**config.mk**
```make
export PLATFORM = sky130hd
export DESIGN_NAME = n64_receive_byte
export DESIGN_NICKNAME = d
export VERILOG_FILES = /design/src/rtl/n64_receive_byte.sv
export SDC_FILE = /design/constraint.sdc
export NUM_CORES = 1
export LEC_CHECK = 0
export ABC_AREA = 1
export BUFFER_PORTS_ARGS = -buffer_cell sky130_fd_sc_hd__buf_4
export CAP_MARGIN = 40
export CORE_UTILIZATION = 48
export DETAILED_ROUTE_END_ITERATION = 10
export PLACE_DENSITY = 0.74
export SETUP_SLACK_MARGIN = 0.4
export SLEW_MARGIN = 20
export SYNTH_ARGS = -nofsm -noshare
export SYNTH_HDL_FRONTEND = slang
export SYNTH_SLANG_ARGS = --single-unit
```
**constraint.sdc**
```tcl
create_clock -name sys_clk -period 2.1 [get_ports sys_clk]
set_input_delay 0 -clock sys_clk [delete_from_list [all_inputs] [get_ports sys_clk]]
set_output_delay 0 -clock sys_clk [all_outputs]
set_load 0.02 [all_outputs]
```
**src/rtl/n64_receive_byte.sv**
```systemverilog
// N64 one-wire link receiver: times low pulses on the synchronized line,
// shifts in 8 bits MSB first and strobes byte_valid for one cycle.
module n64_receive_byte #(
    parameter int CYCLES_PER_US = 50,
    parameter int TIMEOUT_US    = 8,
    parameter int GLITCH_CYCLES = 5
) (
    input  logic       sys_clk,
    input  logic       reset,
    input  logic       enable,
    input  logic       n64d,
    output logic [7:0] byte_out,
    output logic       byte_valid,
    output logic       receiving,
    output logic       error
);

    localparam int TIMEOUT_CNT = TIMEOUT_US * CYCLES_PER_US;
    localparam int CW          = $clog2(TIMEOUT_CNT + 1);

    // cnt holds (pulse length - 1) in the cycle the closing edge is seen
    localparam logic [CW-1:0] TMO_LIM    = CW'(TIMEOUT_CNT);
    localparam logic [CW-1:0] GLITCH_LIM = CW'(GLITCH_CYCLES - 1);
    localparam logic [CW-1:0] ONE_LIM    = CW'(2 * CYCLES_PER_US - 1);

    typedef enum logic [1:0] {IDLE, LOW, HIGH} state_t;

    state_t          state, state_n;
    logic            sync1, sync2, line_d;
    logic            fall, rise;
    logic [CW-1:0]   cnt;
    logic [3:0]      bit_idx, bit_idx_n;
    logic [7:0]      shreg, shreg_n;
    logic [7:0]      byte_out_n;
    logic            byte_valid_n, receiving_n, error_n;

    always_ff @(posedge sys_clk or posedge reset) begin
        if (reset) begin
            sync1  <= 1'b1;
            sync2  <= 1'b1;
            line_d <= 1'b1;
        end else begin
            sync1  <= n64d;
            sync2  <= sync1;
            line_d <= sync2;
        end
    end

    assign fall = line_d & ~sync2;
    assign rise = ~line_d & sync2;

    always_ff @(posedge sys_clk or posedge reset) begin
        if (reset)
            cnt <= '0;
        else if (fall || rise)
            cnt <= '0;
        else if (cnt != '1)
            cnt <= cnt + 1'b1;
    end

    always_ff @(posedge sys_clk or posedge reset) begin
        if (reset) begin
            state      <= IDLE;
            bit_idx    <= '0;
            shreg      <= '0;
            byte_out   <= '0;
            byte_valid <= 1'b0;
            receiving  <= 1'b0;
            error      <= 1'b0;
        end else begin
            state      <= state_n;
            bit_idx    <= bit_idx_n;
            shreg      <= shreg_n;
            byte_out   <= byte_out_n;
            byte_valid <= byte_valid_n;
            receiving  <= receiving_n;
            error      <= error_n;
        end
    end

    always_comb begin
        state_n      = state;
        bit_idx_n    = bit_idx;
        shreg_n      = shreg;
        byte_out_n   = byte_out;
        byte_valid_n = 1'b0;
        receiving_n  = receiving;
        error_n      = 1'b0;
        if (!enable) begin
            state_n     = IDLE;
            bit_idx_n   = '0;
            receiving_n = 1'b0;
        end else begin
            case (state)
                IDLE: begin
                    bit_idx_n = '0;
                    if (fall) begin
                        state_n     = LOW;
                        receiving_n = 1'b1;
                    end
                end
                LOW: begin
                    if (rise) begin
                        if (cnt < GLITCH_LIM) begin
                            if (bit_idx == 4'd0) begin
                                state_n     = IDLE;
                                receiving_n = 1'b0;
                            end else begin
                                state_n = HIGH;
                            end
                        end else begin
                            shreg_n   = {shreg[6:0], (cnt < ONE_LIM)};
                            bit_idx_n = bit_idx + 4'd1;
                            state_n   = HIGH;
                        end
                    end else if (cnt == TMO_LIM) begin
                        error_n     = 1'b1;
                        receiving_n = 1'b0;
                        bit_idx_n   = '0;
                        state_n     = IDLE;
                    end
                end
                HIGH: begin
                    if (bit_idx == 4'd8) begin
                        byte_out_n   = shreg;
                        byte_valid_n = 1'b1;
                        receiving_n  = 1'b0;
                        bit_idx_n    = '0;
                        state_n      = IDLE;
                    end else if (fall) begin
                        state_n = LOW;
                    end else if (cnt == TMO_LIM) begin
                        error_n     = 1'b1;
                        receiving_n = 1'b0;
                        bit_idx_n   = '0;
                        state_n     = IDLE;
                    end
                end
                default: state_n = IDLE;
            endcase
        end
    end

endmodule
```
Yosys cells after proc, flatten, opt, wreduce, memory -nomap -nowiden:

Cells that the tools add are included.

* register bits after elaboration: 37
* bits in latches: 0
* bits in writable memories: 0
* ROM bits: 0
* input port bits: 4
* output and inout port bits: 11
* logic and storage cells: 75
* memories: 0

* add/subtract/negate cells: 2
* $mul: 0
* divide/modulo/power cells: 0
* $lt $le $gt $ge: 2
* equality and inequality tests: 11
* shift operators: 0
* mux-type cells: 36
* bitwise gates (word level): 5
* reductions and logical operators: 8

Operator list (count)
* two-way mux 4 bit: 6
* two-way mux 9 bit: 2
* two-way mux 1 bit: 16
* two-way mux 2 bit: 8
* != test 4 bit, second input constant: 4
* case mux 4 bit (3 select lines): 1
* adder 9 x 1 -> 9 bit, second input constant: 1
* equality test 9 bit, second input constant: 1
* < comparator 9 x 3 -> 1 bit, second input constant: 1
* < comparator 9 x 7 -> 1 bit, second input constant: 1
* != test 9 bit, second input constant: 1
* case mux 2 bit (3 select lines): 1
* AND reduction 3 bit: 2
* AND reduction 5 bit: 1
* adder 4 x 1 -> 4 bit, second input constant: 1
* equality test 4 bit, second input constant: 1
* zero test 4 bit: 1
* != test 4 x 1 -> 1 bit, second input constant: 1
* AND reduction 4 bit: 1
* != test 3 bit, second input constant: 1
* inverter 1 bit: 3
* case mux 1 bit (3 select lines): 1
* bitwise AND 1 bit: 2
* equality test 2 x 1 -> 1 bit, second input constant: 1
* other kinds (5): 5

Longest topological paths before layout:

* word-level depth: 6
* mapped depth: 13
* depth with buffers taken out: 13

Worst setup path after synthesis:

Ideal clock, no wire load.

* path type: reg-to-reg
* start: register sync2
* end: register cnt[5]
* library setup time: 123 ps
* data arrival time: 1565 ps
* setup slack: 411 ps
* stages on the path, launching flop included: 12
* path through: dfstp_2 inv_1 ha_1 buf_6 nand2_2 inv_1 nor2_1 nand2_1 inv_2 nand2_1 o21ai_0 a21oi_1

* cells in the longest elaborated chain, start to end: 4
* elaborated cells between the ends (all ways): 6
* classes of those cells: mux (1); bitwise (3); reduce/logical (2)

Ends and longest elaborated chain
* start, declared: RTL line 29 `logic sync1, sync2, line_d;`
* start signal, assigned: RTL line 44 `sync2 <= sync1;`
* inverter 1 bit: RTL line 49 `assign fall = line_d & ~sync2;`
* bitwise AND 1 bit: RTL line 49
* logical OR 1 bit (*): RTL line 55 `else if (fall || rise)`
* two-way mux 9 bit or nonzero test 2 bit (tied branches)
* end signal, assigned: RTL line 58 `cnt <= cnt + 1'b1;`
* end, declared: RTL line 31 `logic [CW-1:0] cnt;`

Mark *: on every way between the ends. The rest lies on a longest branch, timed or not.
A chain may end at the register's enable or synchronous reset.

Final worst setup path:

* start: register cnt[1]
* end: register cnt[4]

* cells in the longest elaborated chain, start to end: 3
* elaborated cells between the ends (all ways): 5
* classes of those cells: add/sub (1); eq/ne (1); mux (2); reduce/logical (1)

Ends and longest elaborated chain
* adder 9 x 1 -> 9 bit: RTL line 58
* two-way mux 9 bit: RTL line 57 `else if (cnt != '1)`
* two-way mux 9 bit: RTL line 55

Several ways; a longest one is shown, not always the timed one. The select of a mux whose other input is x is not followed.

==> results.txt <==
Initial antenna violation count -> 0
ANT nets after route -> 0
Fill count -> 342
Asr flop ratio synth -> 100%
Die Area -> 4380 sq um
Total power -> 0.00148 W
Cells after DPL -> 296
Placer Congestion -> 0.908
Final Hold Vio Count -> 0
Layout cells sized above 1 -> 26.5%
Sequential cell area fraction in the yosys report -> 47.0%
Cells after Synth -> 236
Clock buffer count from CTS -> 5
Critical path arrival -> 1860 ps
Chip width -> 66.2 um
Drt total wl -> 3.71 mm
Tmin final -> 1700 ps
Worst-margin pin slew -> 465 ps
Core area -> 3800 sq um
Relative slew slack -> 69.0%
Max-Cap Viols -> 0
Initial Util -> 52.1%
EDFF count, synth -> 0
Worst-Skew Late Latency -> 290 ps
Critical Path RT -> 2260 ps
Crit Path Category -> reg2reg
Worst vdd ir -> 0.636 mV
CTS Buffer Depth -> 2
Root Driver -> clkbuf_8
Setup_tns -> 0 ps
P per Cell Area -> 634 nW/um^2
H-tree depth -> 2
Critical Path End Type -> register
Pin count of the biggest net entering global routing -> 38
Min-delay worst type -> in2reg
DP HPWL -> 2.44 mm
Yosys reg bits -> 37
Mapped Area -> 1980 sq um
Number of global-route vias before repair -> 1,386
Util after Layout -> 61.3%
Total global-route track usage -> 18.4%
DR WL/cell -> 11.9 um
CP startpoint kind -> register
RSZ-0062 raised after global routing -> yes
CTS sink cnt -> 37
F_max -> 590 MHz
Layout Cells excl Fill -> 312
Post-synth top flop -> dfrtp_1
Syn Nets -> 251
Max Slew Vio Count -> 0
Outcome -> finished clean
Residual DRC count -> 0
DIE HEIGHT -> 66.2 um
Clock skew -> 2.52 ps
Setup WS pre-CTS -> 328 ps
Biggest area consumer among synthesized cells -> dfrtp_1
Post-synth top area share -> 43.0%
Via density -> 4.94
Via count -> 1,541
Clock tree from TritonCTS -> built
Initial DRT Pass Iterations -> 4
Finish-stage setup viols -> 0
R2R depth -> 9
Area contributors post-synth -> dfrtp_1 43%, nand2_1 10%, ha_1 7.0%
Leakage -> 1.19 nW
Core Rows -> 22
Final Cycle Share -> 80.8%
Critical Path Fanout Max -> 4
Antenna diodes -> 0
Area Growth Syn to Fin -> 17.6%
Gr ovfl total -> 0
Final net count -> 278
Reg clk slew, reported paths -> 70 ps
Port Buffers -> 14
Synth Warn # -> 0
# IOs -> 15
Synth cell types -> 27
Worst hold stages -> 2
Final WS setup -> 404 ps
First-pass GRT wire length -> 6.03 mm
Syn Area/Cell -> 8.39 sq um
Starting DRT DRC Count -> 77
routing by layer:
metal  global-route usage, %  part of all wire [%]  up-vias
met5                       0                     0        -
met1                    25.1                    49      724
met2                    28.1                    47       19
li1                        -                     -      796
met4                    5.59                  0.57        0
met3                    5.34                   3.0        2
sequential cells by signal, indices dropped and copies added (netlist names):
| name | count |
|---|---|
| sync2 | 1 |
| byte_valid | 1 |
| bit_idx | 4 |
| cnt | 9 |
| error | 1 |
| byte_out | 8 |
| sync1 | 1 |
| shreg | 8 |
| state | 2 |
| receiving | 1 |
| line_d | 1 |
where the power goes:
group / internal, W / leakage [nW] / total [W] / switching, W
Sequential: 0.000741 / 0.478 / 0.000761 / 0.0000197
Combinational: 0.0000763 / 0.657 / 0.000192 / 0.000116
Clock: 0.000266 / 0.0512 / 0.000522 / 0.000257
Total: 0.00108 / 1.19 / 0.00148 / 0.000392
final cells by class:
type                       count  area [sq um]  share of cell area (%)
inverter                      41           154                    6.61
multi-input combinational    154           898                    38.6
tap                           48          60.1                    2.58
timing repair buffer          24           188                    8.06
clock inverter                 2          13.8                   0.591
sequential                    37           931                    40.0
clock buffer                   6          82.6                    3.55
Yosys cell counts, types with 2 or more instances:
master,number
dfstp_2,3
nand3_2,2
ha_1,11
o21ai_1,4
o21ai_2,7
nand3_1,15
nand2_2,7
buf_6,3
nand2_1,53
nor2_2,3
o21ai_0,21
dfrtp_1,34
a21oi_1,9
nor2_1,12
inv_2,5
inv_1,36
critical path: stages, from the launching register on:
cell and delay (ps):
dfrtp_1 380, ha_2 210, nand3_2 100, nor2_1 140
ha_2 200, nand2_2 70, inv_2 80, nor2_2 70
o21ai_0 240, a21oi_1 90
worst paths after layout:
| path | startpoint | end | slack [ps] |
|---|---|---|---|
| setup / recovery | cnt[1] | cnt[4] | 400 |
| hold / removal | n64d | sync1 | 360 |
| setup reg to reg | cnt[1] | cnt[4] | 400 |
| hold reg to reg | sync1 | sync2 | 360 |
| max in group asynchronous | reset | line_d | 1370 |
| min in group asynchronous | reset | cnt[6] | 380 |
logic make-up (layout without fill, tap and decap cells):
kind of cell | count (synthesis) | after routing | synth area share (%)
simple gates | 99 | 99 | 23.5
buf+inv | 45 | 73 | 9.73
compound gates | 44 | 44 | 12.9
flops | 37 | 37 | 47.0
fa+ha+maj | 11 | 11 | 6.95
cell usage in the layout (no fill, tap or decap), drive strengths merged, types with 3 or more instances in the layout:
cell	instances
dfstp	3
o21ai	32
buf	21
clkbuf	6
dfrtp	34
nand3	17
ha	11
a21oi	9
inv	41
nand2	61
nor2	16
dlygate4sd3	3
through the flow:
| stage | hold slack, ps | instance area (sq um) |
|---|---|---|
| after floorplan | 4.48 | 1980 |
| after global placement | 110 | 2120 |
| after detailed placement | 109 | 2120 |
| after CTS | 350 | 2270 |
| after global routing | 360 | 2330 |
| final | 359 | 2330 |
repair_timing:
item                       CTS  global route
hold buffers                 3             0
pin swaps                    2             5
setup endpoints to repair    2             5
gates resized for setup      4            10
setup buffers                1             4
hold endpoints to repair    36             0
(Power assumes the default switching activity.)
